$ cat config.mk
export PLATFORM = sky130hd
export DESIGN_NAME = mem_wb_queue
export DESIGN_NICKNAME = d
export VERILOG_FILES = /design/src/rtl/wb_pkg.sv /design/src/rtl/wb_fifo.sv /design/src/rtl/mem_wb_queue.sv
export SDC_FILE = /design/constraint.sdc
export NUM_CORES = 1
export LEC_CHECK = 0
export ABC_AREA = 1
export ABC_CLOCK_PERIOD_IN_PS = 16000
export BUFFER_PORTS_ARGS = -buffer_cell sky130_fd_sc_hd__buf_2
export CAP_MARGIN = 20
export CELL_PAD_IN_SITES_DETAIL_PLACEMENT = 1
export CELL_PAD_IN_SITES_GLOBAL_PLACEMENT = 2
export CORE_UTILIZATION = 40
export CTS_BUF_LIST = sky130_fd_sc_hd__clkbuf_8 sky130_fd_sc_hd__clkbuf_16
export CTS_CLUSTER_SIZE = 16
export DETAILED_ROUTE_END_ITERATION = 10
export MAX_ROUTING_LAYER = met4
export PLACE_DENSITY_LB_ADDON = 0.3
export SYNTH_ARGS = -nofsm -noshare
export SYNTH_HDL_FRONTEND = slang
export SYNTH_SLANG_ARGS = --single-unit
export TNS_END_PERCENT = 30
$ cat constraint.sdc
create_clock -name clk -period 16 [get_ports clk]
set_input_delay 0.8 -clock clk [delete_from_list [all_inputs] [get_ports clk]]
set_output_delay 0.8 -clock clk [all_outputs]
set_load 0.02 [all_outputs]
$ cat src/rtl/wb_pkg.sv
// Shared writeback types: the MEM->CDB entry layout (also used by the CDB) and
// the starvation FSM state encoding.
package wb_pkg;

  localparam int WARP_W  = 3;
  localparam int DST_W   = 5;
  localparam int LANES   = 8;
  localparam int DATA_W  = 256;
  localparam int INSTR_W = 32;
  localparam int SCBID_W = 2;

  typedef struct packed {
    logic [WARP_W-1:0]  warp;
    logic [DST_W-1:0]   dst;
    logic [DATA_W-1:0]  data;
    logic [INSTR_W-1:0] instr;
    logic [LANES-1:0]   mask;
    logic [SCBID_W-1:0] scbid;
  } wb_entry_t;

  typedef enum logic [1:0] {
    ST_IDLE     = 2'd0,
    ST_COUNTING = 2'd1,
    ST_STALL    = 2'd2
  } starve_state_e;

endpackage

$ cat src/rtl/wb_fifo.sv
// Circular FIFO of writeback entries. Pushes while full and pops while empty are
// ignored so a misbehaving producer/consumer cannot corrupt pointers or count.
module wb_fifo
  import wb_pkg::*;
#(
  parameter int DEPTH = 4,
  localparam int PTR_W = $clog2(DEPTH),
  localparam int CNT_W = PTR_W + 1
) (
  input  logic             clk,
  input  logic             rst_n,
  input  logic             push_i,
  input  logic             pop_i,
  input  wb_entry_t        din_i,
  output wb_entry_t        head_o,
  output logic [CNT_W-1:0] count_o,
  output logic             full_o,
  output logic             empty_o
);

  wb_entry_t        mem_q [DEPTH];
  logic [PTR_W-1:0] wr_ptr_q, wr_ptr_d;
  logic [PTR_W-1:0] rd_ptr_q, rd_ptr_d;
  logic [CNT_W-1:0] count_q, count_d;
  logic             push_en;
  logic             pop_en;

  assign full_o  = (count_q == CNT_W'(DEPTH));
  assign empty_o = (count_q == '0);
  assign push_en = push_i & ~full_o;
  assign pop_en  = pop_i & ~empty_o;
  assign head_o  = mem_q[rd_ptr_q];
  assign count_o = count_q;

  always_comb begin
    wr_ptr_d = wr_ptr_q;
    rd_ptr_d = rd_ptr_q;
    count_d  = count_q;
    if (push_en) wr_ptr_d = wr_ptr_q + PTR_W'(1);
    if (pop_en)  rd_ptr_d = rd_ptr_q + PTR_W'(1);
    case ({push_en, pop_en})
      2'b10:   count_d = count_q + CNT_W'(1);
      2'b01:   count_d = count_q - CNT_W'(1);
      default: count_d = count_q;
    endcase
  end

  always_ff @(posedge clk or negedge rst_n) begin
    if (!rst_n) begin
      wr_ptr_q <= '0;
      rd_ptr_q <= '0;
      count_q  <= '0;
    end else begin
      wr_ptr_q <= wr_ptr_d;
      rd_ptr_q <= rd_ptr_d;
      count_q  <= count_d;
    end
  end

  // Payload storage needs no reset: it is only visible when count is non-zero.
  always_ff @(posedge clk) begin
    if (push_en) mem_q[wr_ptr_q] <= din_i;
  end

endmodule

$ cat src/rtl/mem_wb_queue.sv
// MEM writeback queue in front of the CDB: replays MEM results on cycles the ALU
// leaves free and stalls the ALU once the queued head has been starved too long.
module mem_wb_queue
  import wb_pkg::*;
#(
  parameter int DEPTH        = 4,
  parameter int STARVE_LIMIT = 8,
  localparam int CNT_W       = $clog2(DEPTH) + 1
) (
  input  logic               clk,
  input  logic               rst_n,
  input  logic               Valid_MEM_WBQ,
  input  logic               RegWrite_MEM_WBQ,
  input  logic [WARP_W-1:0]  WarpID_MEM_WBQ,
  input  logic [DST_W-1:0]   Dst_MEM_WBQ,
  input  logic [DATA_W-1:0]  Dst_Data_MEM_WBQ,
  input  logic [INSTR_W-1:0] Instr_MEM_WBQ,
  input  logic [LANES-1:0]   ActiveMask_MEM_WBQ,
  input  logic [SCBID_W-1:0] ScbID_MEM_WBQ,
  output logic               Ready_WBQ_MEM,
  input  logic               RegWrite_ALU_CDB,
  output logic [WARP_W-1:0]  WarpID_MEM_CDB,
  output logic               RegWrite_MEM_CDB,
  output logic [DST_W-1:0]   Dst_MEM_CDB,
  output logic [DATA_W-1:0]  Dst_Data_MEM_CDB,
  output logic [INSTR_W-1:0] Instr_MEM_CDB,
  output logic [LANES-1:0]   ActiveMask_MEM_CDB,
  output logic [SCBID_W-1:0] Clear_ScbID_MEM_CDB,
  output logic               Stall_WBQ_ALU,
  output logic [1:0]         Starve_State_WBQ_dbg,
  output logic [CNT_W-1:0]   Count_WBQ_dbg
);

  localparam int SCNT_W = $clog2(STARVE_LIMIT + 1);

  wb_entry_t          push_entry;
  wb_entry_t          head;
  logic               push_req;
  logic               pop;
  logic               full;
  logic               empty;
  starve_state_e      state_q, state_d;
  logic [SCNT_W-1:0]  starve_cnt_q, starve_cnt_d;

  // Handshake: a MEM beat is taken when Valid & Ready; Valid & !RegWrite is taken
  // and discarded. The head is consumed whenever it is shown and the ALU is idle.
  assign push_req = Valid_MEM_WBQ & RegWrite_MEM_WBQ;
  assign pop      = ~empty & ~RegWrite_ALU_CDB;

  assign push_entry = '{warp:  WarpID_MEM_WBQ,
                        dst:   Dst_MEM_WBQ,
                        data:  Dst_Data_MEM_WBQ,
                        instr: Instr_MEM_WBQ,
                        mask:  ActiveMask_MEM_WBQ,
                        scbid: ScbID_MEM_WBQ};

  wb_fifo #(.DEPTH(DEPTH)) u_fifo (
    .clk     (clk),
    .rst_n   (rst_n),
    .push_i  (push_req),
    .pop_i   (pop),
    .din_i   (push_entry),
    .head_o  (head),
    .count_o (Count_WBQ_dbg),
    .full_o  (full),
    .empty_o (empty)
  );

  assign Ready_WBQ_MEM = ~full;

  always_comb begin
    RegWrite_MEM_CDB    = 1'b0;
    WarpID_MEM_CDB      = '0;
    Dst_MEM_CDB         = '0;
    Dst_Data_MEM_CDB    = '0;
    Instr_MEM_CDB       = '0;
    ActiveMask_MEM_CDB  = '0;
    Clear_ScbID_MEM_CDB = '0;
    if (!empty) begin
      RegWrite_MEM_CDB    = 1'b1;
      WarpID_MEM_CDB      = head.warp;
      Dst_MEM_CDB         = head.dst;
      Dst_Data_MEM_CDB    = head.data;
      Instr_MEM_CDB       = head.instr;
      ActiveMask_MEM_CDB  = head.mask;
      Clear_ScbID_MEM_CDB = head.scbid;
    end
  end

  // Non-empty and not popping means the ALU blocked the head this cycle.
  always_comb begin
    state_d      = state_q;
    starve_cnt_d = starve_cnt_q;
    if (empty || pop) begin
      state_d      = ST_IDLE;
      starve_cnt_d = '0;
    end else begin
      if (starve_cnt_q != SCNT_W'(STARVE_LIMIT)) starve_cnt_d = starve_cnt_q + SCNT_W'(1);
      state_d = (starve_cnt_d == SCNT_W'(STARVE_LIMIT)) ? ST_STALL : ST_COUNTING;
    end
  end

  always_ff @(posedge clk or negedge rst_n) begin
    if (!rst_n) begin
      state_q      <= ST_IDLE;
      starve_cnt_q <= '0;
    end else begin
      state_q      <= state_d;
      starve_cnt_q <= starve_cnt_d;
    end
  end

  assign Stall_WBQ_ALU        = (state_q == ST_STALL);
  assign Starve_State_WBQ_dbg = state_q;

endmodule

==> results.txt, run 1 <==
Final min period = 6128 ps
Max Clock Freq = 163.2 MHz
CTS Buf Count = 137
Combinational power share = 0.390
Core ar. = 0.1187 mm2
Status = finished, final reports clean
Post-DP HPWL = 76560 um
Post-Syn Instances = 3691
Clock network power share = 0.255
Final Hold Viols = 0
Synthesis-stage register bit count = 1237
CTS root buf = clkbuf_16
Critical Path AT = 5330 ps
Row count = 126
Setup TNS = 0 ps
Vias in the first global route = 31300
Sw Share = 0.4037
Leak = 0.01974 uW
Worst Path Max Fanout = 122
First-pass GRT wire length = 196100 um
Grt total ovfl = 0
Area Overhead vs Synth = 17.42%
DR iter-0 viols = 2010
Largest net degree at the start of global routing = 178
Register area share after synthesis = 0.7697
CTS max path bufs = 3
Die area = 0.1218 mm2
IO Port Bufs = 624
Total of max-cap violations = 0
Power Dens Cells = 201.5 mW/mm2
Drt wl/cell = 22.21 um
CP Capture Point = Dst_Data_MEM_CDB[155]
Pre-antenna DRT Iters = 5
Via density = 5.095
Reg2Reg Setup Slack = 11700 ps
Most frequent cells in the layout = nor2_1, edfxtp_1, buf_2, o21ai_0, a21oi_1
CP Capture Type = primary output
Peak VDD IR = 0.0001128 V
Via count = 30690
Layout Nets = 4576
Final setup vio count = 0
CTS tree = yes
Syn avg cell area = 13.05 um2
Mapped Area = 0.04817 mm2
Crit Path Class = flip-flop to primary output
H-tree levels = 4
Initial core utilization = 0.4058
Pins over their slew limit = 0
Worst-Skew Late Latency = 750 ps
ANT nets after route = 0
Slew headroom = 0.2398
P_sw = 4601 uW
Hold WS = 265.7 ps
DRC violation count after routing = 0
Routability cong. = 0.7585
Worst endpoint required time = 15200 ps
Tcrit/Tclk final = 0.3830
Register share of total power = 0.355
TritonCTS Sinks = 1237
CTS clk-pin slew, worst paths = 60 ps
Post-synth cell types = 22
Worst Tran Pin Value = 1140 ps
CP startpoint = u_fifo.count_o[0]
Worst min path class = primary input to flip-flop
GR Util All Layers = 0.2208
RSZ-0062 raised after global routing = no
Die W = 349.0 um
Die H = 349.0 um
R2R cell count = 6
Syn_nets = 4010
Startpoint Class = flip-flop
# IOs = 625
Critical R2R Launch = u_fifo.count_o[0]
Reg-to-reg endpoint = u_fifo.mem_q[3][273]
Layout Skew = 28.93 ps
Yosys warns = 0
Commonest non-fill, non-tap cell in the layout = nor2_1
Final wirelength = 133800 um
Initial antenna violation count = 67
P_int = 6795 uW
Share of layout cells above drive strength 1 = 0.1923
[power groups by stage]
| stage | combinational (uW) | clock [uW] | sequential, uW |
|---|---|---|---|
| after detailed placement | 4490 | 0 | 4110 |
| after global routing | 4850 | 3090 | 4070 |
| final | 4450 | 2900 | 4040 |
| after CTS | 4520 | 2970 | 4050 |
| after global placement | 4430 | 0 | 4100 |
| after floorplan | 2970 | 0 | 4220 |
[through the flow]
step / instance area [um2] / util / power, uW / std cells / setup WS [ps]
global placement: 52220 / 0.4398 / 8535 / 5715 / 9983
global route: 56550 / 0.4763 / 12010 / 6016 / 9454
CTS: 56360 / 0.4747 / 11540 / 5956 / 9091
detailed placement: 52220 / 0.4398 / 8601 / 5715 / 9930
finish: 56570 / 0.4765 / 11400 / 6023 / 9872
floorplan: 48170 / - / 7198 / 3691 / 1177
[worst max-delay path, stage by stage, from the launching register on]
cell     delay, ps
dfrtp_1        390
inv_1          130
nand3_1        310
inv_8          620
buf_4          870
buf_4          850
buf_4          820
a21oi_1        220
buf_2          240
[per-layer routing]
layer | vias up | routed length (um) | global-route usage | share of wire
li1 | 14380 | - | - | -
met1 | 15340 | 54970 | 0.2645 | 0.41
met2 | 751 | 64690 | 0.3479 | 0.48
met3 | 214 | 10540 | 0.07297 | 0.079
met4 | 0 | 3583 | 0.07966 | 0.027
met5 | - | 0 | - | 0
[registers in the layout (all words and copies together), names as in the netlist]
register and flops:
u_fifo.mem_q 1224, u_fifo.rd_ptr_q 2, u_fifo.count_o 3, Starve_State_WBQ_dbg 2
u_fifo.wr_ptr_q 2, starve_cnt_q 4
[final cells by class]
type                            count  area, um2
Fill cell                       12290      62150
Sequential cell                  1237      37090
Multi-Input combinational cell   2195       9535
Clock buffer                      144       3603
Timing Repair Buffer              663       3538
Tap cell                         1600       2002
Clock inverter                     96      526.8
Antenna cell                       65      162.7
Inverter                           23      108.9
[worst min path at each step]
stage | from | to | slack, ps | cells past startpoint
6_report | Dst_Data_MEM_WBQ[246] | u_fifo.mem_q[2][288] | 270 | 1
5_1_grt | Dst_Data_MEM_WBQ[207] | u_fifo.mem_q[3][249] | 230 | 1
4_1_cts | Dst_Data_MEM_WBQ[116] | u_fifo.mem_q[1][158] | 210 | 1
3_3_place_gp | u_fifo.count_o[0] | u_fifo.count_o[0] | 480 | 1
2_1_floorplan | rst_n | Starve_State_WBQ_dbg[0] | 500 | 0
3_5_place_dp | u_fifo.count_o[0] | u_fifo.count_o[0] | 490 | 1
[logic make-up after synthesis]
logic type | count (synthesis) | share of synthesized area
and+or+nand+nor | 1259 | 0.09844
DFF | 1237 | 0.7697
AOI/OAI and AO/OA | 925 | 0.09610
buffers and inverters | 259 | 0.03293
adders and majority gates | 8 | 0.002234
xor gates and xnor gates | 3 | 0.0005455
[Yosys cell counts]
cell,n,share of area
o21ai_0,406,0.042
buf_1,22,0.0017
nand3_1,7,0.00073
ha_1,7,0.0018
xor2_1,2,0.00036
nand2_1,11,0.00086
dfrtp_1,13,0.0068
xnor2_1,1,0.00018
buf_2,44,0.0046
buf_4,34,0.0053
o21ai_1,209,0.022
buf_6,53,0.012
inv_2,3,0.00023
fa_1,1,0.00042
clkbuf_2,9,0.00093
inv_1,20,0.0016
buf_8,2,0.00062
a21oi_1,310,0.032
nor2_1,1238,0.096
clkbuf_1,72,0.0056
edfxtp_1,1224,0.76
nand4_1,3,0.00039
[repair_timing]
action	4_1_cts	5_1_grt
setup buffers	0	0
hold endpoints to repair	13	0
gates resized for setup	0	0
endpoints found under the setup margin	0	0
hold buffers	1	0
Note: power is estimated with default switching activity, not from simulation.
==> inputs of run 2 (changes only) <==
Settings changed: ABC_AREA 1 to 0, ABC_CLOCK_PERIOD_IN_PS 16000 to 5900, CORE_UTILIZATION 40 to 45.
Clock period 16 ns to 5.9 ns, I/O delays scaled along.
==> run 2 against run 1 <==
- routed wire length shrank 16%
- sequential power grew to 2.7 times the previous value
- die area shrank 14%
- synthesized area shrank 2.8%
- highest routed layer unchanged
- final cell count shrank 26%
- clock power grew to 2.6 times the previous value
==> results.txt, run 2 <==
Initial antenna violation count = 17 (-75%)
Setup TNS = 0 ps (unchanged)
Post-synth EDFFs = 1224 (unchanged)
Synth area leaders = edfxtp_1, mux4_2, and2_1
Max reg flops = 1224 (unchanged)
Crit Path Class = flip-flop to primary output
Tcrit/Tclk final = 0.6321
Reg-to-reg endpoint = u_fifo.mem_q[1][104]
CTS Buf Count = 132 (-3.6%)
First-pass GRT wire length = 168500 um (-14%)
Pre-antenna DRT Iters = 5 (unchanged)
Die area = 0.1054 mm2 (-14%)
GR Util All Layers = 0.2211 (+0.0002813)
CP Capture Type = primary output
Layout Skew = 22.37 ps (-6.559 ps)
Initial core utilization = 0.4570 (+0.05120)
Peak VDD IR = 0.0003551 V (+210%)
Post-route cell area = 0.05861 mm2 (+3.6%)
Most frequent cells in the layout = edfxtp_1, buf_2, dlygate4sd3_1, and2_1, mux4_2
ANT nets after route = 0 (unchanged)
RSZ-0062 raised after global routing = no
Post-synth top area share = 0.7849 (+0.02187)
Worst-Skew Late Latency = 730 ps (-20 ps)
IO Port Bufs = 624 (unchanged)
Area Overhead vs Synth = 25.16%
Routability cong. = 0.7732 (+1.9%)
Commonest non-fill, non-tap cell in the layout = edfxtp_1
Share of layout cells above drive strength 1 = 0.3666 (+0.1743)
WL met3 = 7075 um (-33%)
Register area share after synthesis = 0.7918 (+0.02207)
Main synth FF type = edfxtp_1
Critical Path AT = 3430 ps (-1900 ps)
WL met2 = 57420 um (-11%)
Max Clock Freq = 268.1 MHz
Hold buffers post-CTS = 308 (+307)
Syn_nets = 2325 (-42%)
Post-synth cell types = 27 (+23%)
Layout Nets = 3314 (-28%)
CTS root buf = clkbuf_16
Final wirelength = 112800 um (-16%)
Worst endpoint required time = 5610 ps (-9590 ps)
Post-DP HPWL = 65690 um (-14%)
Core ar. = 0.1025 mm2 (-14%)
Final min period = 3729 ps
Synthesis-stage register bit count = 1237 (unchanged)
DR iter-0 viols = 1530 (-24%)
CTS clk-pin slew, worst paths = 60 ps (about the same)
# IOs = 625 (unchanged)
Via density = 5.282 (+3.7%)
Top-count cell post-synth = edfxtp_1
Post-synth top cells = edfxtp_1, and2_1, mux4_2, buf_2, clkbuf_1
CTS tree = yes
TritonCTS Sinks = 1237 (unchanged)
Via count = 23640 (-23%)
R2R cell count = 4 (-2)
Uppermost routed layer = met4
Worst min path class = primary input to asynchronous set/reset pin
Yosys warns = 0 (unchanged)
Dominant cell type by area after synthesis = edfxtp_1
Total of max-cap violations = 0 (unchanged)
Reg2Reg Setup Slack = 2790 ps (-8910 ps)
WL met1 = 44670 um (-19%)
Final WS setup = 2171 ps (-7702 ps)
Post-Place Setup Slack = 2734 ps (-7196 ps)
Mapped Area = 0.04683 mm2 (-2.8%)
Largest net degree at the start of global routing = 166 (-6.7%)
Pwr Total = 28820 uW (+150%)
Leak = 0.02022 uW (+2.4%)
Slew headroom = 0.2290 (-0.01083)
Die W = 324.6 um (-7.0%)
Asr flop ratio synth = 0.01051 (unchanged)
Largest Register = u_fifo.mem_q
Final setup vio count = 0 (unchanged)
Row count = 117 (-7.1%)
CTS max path bufs = 3 (unchanged)
Vias in the first global route = 26320 (-16%)
Worst Path Max Fanout = 115 (-5.7%)
Die H = 324.6 um (-7.0%)
Startpoint Class = flip-flop
Pins over their slew limit = 0 (unchanged)
Critical R2R Launch = u_fifo.count_o[0]
Power Dens Cells = 491.7 mW/mm2 (+140%)
# Post-CTS Setup Buffers = 0 (unchanged)
Grt total ovfl = 0 (unchanged)
Syn avg cell area = 23.34 um2 (+79%)
Status = finished, final reports clean
Worst Tran Pin Value = 1157 ps (+16.24 ps)
Placed Area = 0.05150 mm2 (-1.4%)
DRC violation count after routing = 0 (unchanged)
PostCTS Resize Cnt = 0 (unchanged)
H-tree levels = 4 (unchanged)
FILL cells = 8995 (-27%)
Drt wl/cell = 25.21 um (+13%)
Post-Syn Instances = 2006 (-46%)
Final Hold Viols = 0 (unchanged)
[run 2: changes by cell type after synthesis, moves of 39 or more]
cell     change
nor2_1    -1232
o21ai_0    -406
and2_1     +310
a21oi_1    -306
mux4_2     +306
o21ai_1    -209
buf_6       -39
[run 2: cells by family (layout without fill, tap and decap cells)]
group | Yosys count | in the layout | share of synthesized area
simple gates | 327 | 327 | 0.04331
fa+ha+maj | 8 | 8 | 0.002298
flops | 1237 | 1237 | 0.7918
other cells | 0 | 19 | 0
compound gates | 5 | 5 | 0.0006413
buf+inv | 111 | 1193 | 0.01242
mux | 309 | 309 | 0.1478
xor+xnor | 9 | 9 | 0.001683
[run 2: worst max-delay path by stage]
| stage | from | end | slack [ps] | cells after the start |
|---|---|---|---|---|
| after floorplan | u_fifo.count_o[0] | u_fifo.mem_q[0][0] | -2730 | 3 |
| after global placement | u_fifo.rd_ptr_q[0] | Dst_Data_MEM_CDB[112] | 2790 | 4 |
| after detailed placement | u_fifo.count_o[0] | u_fifo.mem_q[1][15] | 2730 | 4 |
| after CTS | u_fifo.rd_ptr_q[0] | Dst_Data_MEM_CDB[78] | 2010 | 4 |
| after global routing | u_fifo.rd_ptr_q[0] | Dst_Data_MEM_CDB[99] | 1910 | 4 |
| final | u_fifo.rd_ptr_q[1] | Dst_Data_MEM_CDB[134] | 2170 | 4 |
[run 2: through the flow]
| step | hold WS (ps) | instances | utilization |
|---|---|---|---|
| finish | 75.28 | 4475 | 0.5720 |
| global route | 58.84 | 4473 | 0.5719 |
| CTS | 10.15 | 4456 | 0.5715 |
| detailed placement | 214.2 | 3921 | 0.5026 |
| global placement | 202.0 | 3921 | 0.5026 |
| floorplan | -0.5911 | 2006 | - |
[run 2: critical path: stages, from the launching register on]
cell	delay [ps]
dfrtp_4	1110
buf_12	550
mux4_2	410
and2_1	200
buf_2	170
[run 2: power by group]
part | total [uW] | leakage, uW | internal [uW] | switching (uW)
clock | 7680 | 0.00208 | 4430 | 3250
sequential | 11100 | 0.0113 | 10700 | 424
combinational | 10000 | 0.00688 | 4120 | 5890
total | 28800 | 0.0202 | 19200 | 9570
[run 2: per-layer routing]
layer,GRT usage,vias up
met5,-,-
met3,0.05282,194
met1,0.2698,12410
li1,-,10240
met2,0.3603,795
met4,0.08091,0
[run 2: cell type report]
class,instances,area [um2],area share
Sequential cell,1237,37090,0.6328
Multi-Input combinational cell,658,9178,0.1566
Timing Repair Buffer,957,6569,0.1121
Clock buffer,137,3428,0.05849
Tap cell,1368,1712,0.02920
Clock inverter,90,553.0,0.009435
Antenna cell,19,47.55,0.0008112
Inverter,9,38.79,0.0006617
